## src/rtl/pwm_breath_ctrl.sv

```systemverilog
// PWM breathing controller: ramp-up / hold-high / ramp-down / hold-low duty sequencer.
// Define PWM_BREATH_GAMMA_EN to drive led from a squared (gamma) duty.
module pwm_breath_ctrl #(
    parameter int CNT_W  = 8,
    parameter int STEP_W = 4,
    parameter int HOLD_W = 8
) (
    input  logic              clk,
    input  logic              rst_n,
    input  logic              en,
    input  logic              cfg_valid,
    output logic              cfg_ready,
    input  logic [STEP_W-1:0] cfg_step,
    input  logic [HOLD_W-1:0] cfg_hold,
    input  logic [CNT_W-1:0]  cfg_max,
    output logic              led,
    output logic [CNT_W-1:0]  duty,
    output logic              period_end,
    output logic [2:0]        phase
);

    localparam int SW = ((CNT_W > STEP_W) ? CNT_W : STEP_W) + 1;

    typedef enum logic [2:0] {
        IDLE      = 3'd0,
        RAMP_UP   = 3'd1,
        HOLD_HI   = 3'd2,
        RAMP_DOWN = 3'd3,
        HOLD_LO   = 3'd4
    } phase_e;

    phase_e             phase_q;
    logic [CNT_W-1:0]   cnt_q;
    logic [CNT_W-1:0]   duty_q;
    logic [HOLD_W-1:0]  hold_cnt_q;
    logic [STEP_W-1:0]  step_q;
    logic [HOLD_W-1:0]  hold_q;
    logic [CNT_W-1:0]   max_q;

    logic [SW-1:0]      step_w;
    logic [SW-1:0]      duty_w;
    logic [SW-1:0]      max_w;
    logic [SW-1:0]      sum_w;
    logic [CNT_W-1:0]   up_d;
    logic [CNT_W-1:0]   dn_d;
    logic [CNT_W-1:0]   lvl;
    logic               last;
    logic               run;

    // Wide arithmetic so neither the ramp-up sum nor the ramp-down difference wraps.
    always_comb begin
        step_w = (step_q == '0) ? SW'(1) : SW'(step_q);
        duty_w = SW'(duty_q);
        max_w  = SW'(max_q);
        sum_w  = duty_w + step_w;
        up_d   = (sum_w > max_w) ? max_q : CNT_W'(sum_w);
        dn_d   = (duty_w > step_w) ? CNT_W'(duty_w - step_w) : '0;
    end

`ifdef PWM_BREATH_GAMMA_EN
    logic [2*CNT_W-1:0] sq;
    always_comb begin
        sq  = (2*CNT_W)'(duty_q) * (2*CNT_W)'(duty_q);
        lvl = CNT_W'(sq >> CNT_W);
    end
`else
    assign lvl = duty_q;
`endif

    assign run        = (phase_q != IDLE);
    assign last       = &cnt_q;
    assign period_end = run & last;
    assign led        = run & (cnt_q < lvl);
    assign duty       = duty_q;
    assign phase      = phase_q;
    assign cfg_ready  = !run;

    always_ff @(posedge clk or negedge rst_n) begin
        if (!rst_n) begin
            phase_q    <= IDLE;
            cnt_q      <= '0;
            duty_q     <= '0;
            hold_cnt_q <= '0;
            step_q     <= STEP_W'(1);
            hold_q     <= '0;
            max_q      <= '1;
        end else begin
            if (cfg_valid && !run) begin
                step_q <= cfg_step;
                hold_q <= cfg_hold;
                max_q  <= cfg_max;
            end
            if (!en || !run) begin
                cnt_q      <= '0;
                duty_q     <= '0;
                hold_cnt_q <= '0;
                phase_q    <= (en && !run) ? RAMP_UP : IDLE;
            end else begin
                cnt_q <= cnt_q + CNT_W'(1);
                if (last) begin
                    unique case (phase_q)
                        RAMP_UP: begin
                            duty_q <= up_d;
                            if (up_d == max_q) begin
                                phase_q    <= HOLD_HI;
                                hold_cnt_q <= '0;
                            end
                        end
                        HOLD_HI: begin
                            if (hold_cnt_q == hold_q) phase_q <= RAMP_DOWN;
                            else hold_cnt_q <= hold_cnt_q + HOLD_W'(1);
                        end
                        RAMP_DOWN: begin
                            duty_q <= dn_d;
                            if (dn_d == '0) begin
                                phase_q    <= HOLD_LO;
                                hold_cnt_q <= '0;
                            end
                        end
                        HOLD_LO: begin
                            if (hold_cnt_q == hold_q) phase_q <= RAMP_UP;
                            else hold_cnt_q <= hold_cnt_q + HOLD_W'(1);
                        end
                        default: phase_q <= IDLE;
                    endcase
                end
            end
        end
    end

endmodule

```

## config.mk

```make
export PLATFORM = sky130hd
export DESIGN_NAME = pwm_breath_ctrl
export DESIGN_NICKNAME = d
export VERILOG_FILES = /design/src/rtl/pwm_breath_ctrl.sv
export SDC_FILE = /design/constraint.sdc
export NUM_CORES = 1
export LEC_CHECK = 0
export CELL_PAD_IN_SITES_DETAIL_PLACEMENT = 1
export CELL_PAD_IN_SITES_GLOBAL_PLACEMENT = 1
export CORE_MARGIN = 5
export CORE_UTILIZATION = 45
export CTS_CLUSTER_SIZE = 12
export DETAILED_ROUTE_END_ITERATION = 12
export PLACE_DENSITY = 0.85
export SYNTH_ARGS = -nofsm -noshare
export SYNTH_HDL_FRONTEND = slang
export SYNTH_SLANG_ARGS = --single-unit
```

## constraint.sdc

```tcl
create_clock -name clk -period 7.35 [get_ports clk]
set_clock_uncertainty 0.2 [all_clocks]
set_input_delay 1.47 -clock clk [delete_from_list [all_inputs] [get_ports clk]]
set_output_delay 1.47 -clock clk [all_outputs]
set_load 0.03 [all_outputs]
```

### Word-level counts from Yosys, hierarchy flattened

Cells that the tools add are included.

* add/subtract/negate cells: 4
* magnitude comparators: 3
* equality and inequality tests: 11
* muxes and demuxes: 21
* bitwise gates (word level): 2
* reduce and logical (&&, ||, !) cells: 16

Operators with widths (count)
* 8-bit two-way mux: 10
* 8-bit one-hot mux with 3 select lines: 1
* 3-bit two-way mux: 6
* 8-bit by 1-bit adder with 8-bit output, second input constant: 2
* 8-bit == test: 2
* 8-bit one-hot mux with 2 select lines: 1
* 3-bit != test, second input constant: 5
* 3-bit one-hot mux with 4 select lines: 1
* 5-bit AND reduction: 2
* 8-bit by 4-bit adder with 9-bit output: 1
* 9-bit by 8-bit > comparator with 1-bit output: 1
* 8-bit by 4-bit > comparator with 1-bit output: 1
* 8-bit logical NOT: 1
* 8-bit less-than comparator: 1
* 8-bit AND reduction: 1
* 8-bit by 4-bit subtractor with 8-bit output: 1
* 3-bit by 2-bit == test with 1-bit output, second input constant: 2
* 3-bit nonzero test: 2
* 4-bit logical NOT: 1
* 4-bit two-way mux: 1
* 4-bit nonzero test: 1
* 3-bit by 1-bit == test with 1-bit output, second input constant: 1
* 3-bit == test, second input constant: 1
* 1-bit AND: 2
* other kinds (7): 9

* bits in registers: 47
* input bits: 24
* output and inout bits: 14
* logic and storage cells: 64

### Longest topological paths before layout

* depth after elaboration: 10
* gate-level depth with buffers: 17
* mapped depth without buffers: 16

### Worst setup path before layout

Ideal clock, no wire load.

* kind: reg-to-output
* from: register duty_q[1] (netlist: duty[1])
* to: output led
* data arrival time: 3304 ps
* data required time: 5680 ps
* slack: 2376 ps
* cell stages (with the launch flop): 10
* path buffers: 0
* path through: dfrtp_1 inv_1 ha_1 a21o_1 a21o_1 a21o_1 a21o_1 a21oi_1 nor2_1 a2111oi_0

* longest elaborated chain between the ends: 2

Ends and longest elaborated chain
* start: declaration: line 34 `logic [CNT_W-1:0] duty_q;`
* start signal: assignment: line 103 `duty_q <= up_d;`
* start signal: assignment: line 114 `duty_q <= dn_d;`
* 8-bit less-than comparator: line 73 `assign led = run & (cnt_q < lvl);`
* 1-bit AND: line 73
* end: declaration: line 16 `output logic led,`

No other way between the ends.

### Worst setup path in the final report

Ends and elaborated chain as after synthesis.

==> impl_metrics.env <==
export IMPL_status="finished clean"
export IMPL_netSwitchingPower_mw=0.844
export IMPL_rsz0062_at_grt="false"
export IMPL_netlist_area_um2=3510
export IMPL_p_total_mw=1.75
export IMPL_clock_tree_htree_level_count=2
export IMPL_worst_pin_slew_ns=1.16
export IMPL_syn_num_nets=441
export IMPL_synth_seq_cells=47
export IMPL_asyncSetResetFlopFracSynth_pct=100
export IMPL_cts_num_sinks=47
export IMPL_antenna_cells_inserted=0
export IMPL_power_share_combinational_pct=63.2
export IMPL_gp_congestion=0.838
export IMPL_floorplan_initialDensity_pct=45.9
export IMPL_post_cts_setup_buffers=0
export IMPL_postCtsHoldBufs=0
export IMPL_synth_main_ff_cell="sky130_fd_sc_hd__dfrtp_1"
export IMPL_synthTopCellsByArea="sky130_fd_sc_hd__dfrtp_1 (27%), sky130_fd_sc_hd__ha_1 (9.3%), sky130_fd_sc_hd__dfstp_2 (6.7%)"
export IMPL_share_seq_of_total_power_pct=25.2
export IMPL_die_x_um=98.3
export IMPL_global_route_usage_total_pct=21.3
export IMPL_hold_viol_final=0
export IMPL_average_via_count_per_standard_cell=5.96
export IMPL_slowest_delay_ns=0.77
export IMPL_max_cap_viol_count=0
export IMPL_die_h_um=98.3
export IMPL_netlist_cell_type_count=60
export IMPL_wire_length_of_the_first_global_routing_pass_um=16800
export IMPL_netSwitchingFraction_pct=48.3
export IMPL_min_path_type="reg2reg"
export IMPL_synth_edf_count=0
export IMPL_nature_of_the_critical_path_endpoint="output pin"
export IMPL_antenna_violations_before_repair=0
export IMPL_seq_area_frac_synth_pct=33.8
export IMPL_post_synth_top_count_cell="sky130_fd_sc_hd__dfrtp_1"
export IMPL_yosys_warnings=0
export IMPL_maxSlewHeadroom_pct=22.4
export IMPL_std_cell_rows=32
export IMPL_cellInternalPower_mw=0.903
export IMPL_detailedRoute_firstIterationViolations=214
export IMPL_cts_clk_slew_worst_paths_ns=0.10
export IMPL_cp_cell_sequence="inv_1 > ha_1 > a21o_1 > a21o_1 > a21o_1 > a21o_1 > a21oi_1 > nor2_1 > a2111oi_0 > clkdlybuf4s50_1"
export IMPL_io_pin_count=38
export IMPL_syn_instance_count=389
export IMPL_clk_latency_ns=0.31
export IMPL_post_synth_most_frequent_cells="sky130_fd_sc_hd__dfrtp_1 (38), sky130_fd_sc_hd__nor2_1 (27), sky130_fd_sc_hd__ha_1 (26)"
export IMPL_core_area_um2=7650
export IMPL_post_dp_hpwl_um=7570
export IMPL_place_port_buffers=37
export IMPL_max_freq_mhz=200
export IMPL_crit_path_max_fanout=6
export IMPL_post_drt_wl_per_cell_um=19.3
export IMPL_design_final_nets=471
export IMPL_remaining_drc_errors=0
export IMPL_final_max_slew_violation_count=0
export IMPL_crit_path_start_kind="flop"
export IMPL_root_buffer="sky130_fd_sc_hd__clkbuf_8"
export IMPL_cellLeakagePower_nw=1.84
export IMPL_worst_path_max_delay_cell="sky130_fd_sc_hd__clkdlybuf4s50_1"
export IMPL_drt_pass1_iterations=4
export IMPL_grt_pass1_vias=3298
export IMPL_grt_remaining_overflow=0
export IMPL_synthesis_area_per_instance_um2=9.03
export IMPL_drive_gt1_share_pct=10.2
export IMPL_crit_required_ns=5.68
export IMPL_crit_type="reg2out"
export IMPL_post_cts_resized=0
export IMPL_tns_setup_ns=0
export IMPL_worst_endpoint_arrival_ns=3.32
export IMPL_yosys_area_top_type_share_pct=27.1
export IMPL_totalWireLength_um=10100
export IMPL_ctsLongestPathBuffers=2
export IMPL_cts_buffers=5
export IMPL_p_clk_share_pct=11.6
export IMPL_critical_path_most_common_cell="sky130_fd_sc_hd__a21o_1"
export IMPL_fillerInstances=898
export IMPL_vias=3113
export IMPL_ant_nets=0
export IMPL_fin_crit_ns=4.99
export IMPL_cellPowerDensity_nw_per_um2=429
export IMPL_die_area_um2=9670
export IMPL_grt_max_degree=48
export IMPL_timing_final_crit_share_pct=67.9
export IMPL_layout_area_overhead_pct=15.8
export IMPL_netlist_top_cell_by_area="sky130_fd_sc_hd__dfrtp_1"
export IMPL_setup_viol=0
export IMPL_worst_ir_drop_vdd_mv=0.226
export IMPL_cts_tree="done"
## metrics by stage
| step | hold slack [ns] | util, % | setup WS [ns] | area, µm² | instances |
|---|---|---|---|---|---|
| detailed placement | 0.284 | 51.7 | 2.56 | 3950 | 514 |
| finish | 0.298 | 53.2 | 2.36 | 4070 | 522 |
| global placement | 0.265 | 51.7 | 2.72 | 3950 | 514 |
| floorplan | 0.239 | - | 2.38 | 3510 | 389 |
| global route | 0.336 | 53.2 | 2.07 | 4070 | 522 |
| CTS | 0.298 | 53.2 | 2.37 | 4070 | 522 |
## layer usage
layer | part of all wire (%) | track usage (%) | wire (µm) | up-vias
li1 | - | - | - | 1454
met1 | 47 | 29.0 | 4720 | 1574
met2 | 47 | 35.2 | 4750 | 69
met3 | 4.1 | 3.43 | 408 | 16
met4 | 1.7 | 6.09 | 172 | 0
met5 | 0 | 0 | 0 | -
## layout by cell type, fill, tap and decap left out, drive strengths merged, types with 7 or more instances in the layout
master,netlist,routed
a21o,8,8
a21oi,25,25
and3,10,10
clkdlybuf4s50,0,36
dfrtp,38,38
dfstp,9,9
ha,26,26
inv,29,30
mux2,12,12
nand2,24,24
nand2b,7,7
nand3,13,13
nor2,27,27
o21ai,35,35
o31ai,8,8
xnor2,15,15
xor2,15,15
## state kept, by name, indices dropped and copies added, names as in the netlist
register    flops
phase           3
max_q           8
hold_q          8
hold_cnt_q      8
duty            8
step_q          4
cnt_q           8
## power by group through the flow
stage               logic [mW]  registers, mW  clock network (mW)
finish                    1.10          0.440               0.203
global route              1.20          0.450               0.218
CTS                       1.10          0.439               0.206
detailed placement        1.08          0.443                   0
global placement          1.05          0.437                   0
floorplan                0.784          0.438                   0
## logic make-up after synthesis
| kind of cell | after synthesis | share of synthesized area [%] |
|---|---|---|
| multiplexers | 15 | 4.70 |
| AO/OA/AOI/OAI | 113 | 21.8 |
| buffers and inverters | 45 | 5.09 |
| flip-flops | 47 | 33.8 |
| adder cells (fa/ha/maj) | 29 | 10.7 |
| AND/OR/NAND/NOR | 109 | 15.7 |
| XOR/XNOR | 31 | 8.12 |
## path summary, 6_finish.rpt
check,slack [ns],startpoint,to,cells past startpoint
max in group asynchronous,5.48,rst_n,duty[5],2
min in group asynchronous,1.05,rst_n,step_q[1],2
max,2.36,duty[1],led,10
min reg2reg,0.30,cnt_q[0],cnt_q[0],1
max reg2reg,2.47,step_q[1],phase[0],17
min,0.30,cnt_q[0],cnt_q[0],1
## worst max-delay path: cells and delay by family (launching register included)
kind / cells / cell delay (ns)
buffers and inverters: 2 / 0.91
and+or+nand+nor: 1 / 0.06
DFF: 1 / 0.54
AOI/OAI and AO/OA: 6 / 1.19
adders and majority gates: 1 / 0.32
## cell type report
class                      instances  area, µm²  area share (%)
clock buffer                       5       68.8            1.69
clock inverter                     3       47.5            1.17
inverter                          29        109            2.68
multi-input combinational        297       2150            52.8
sequential                        47       1190            29.2
tap                              102        128            3.14
timing repair buffer              39        380            9.35
(Power assumes the default switching activity.)
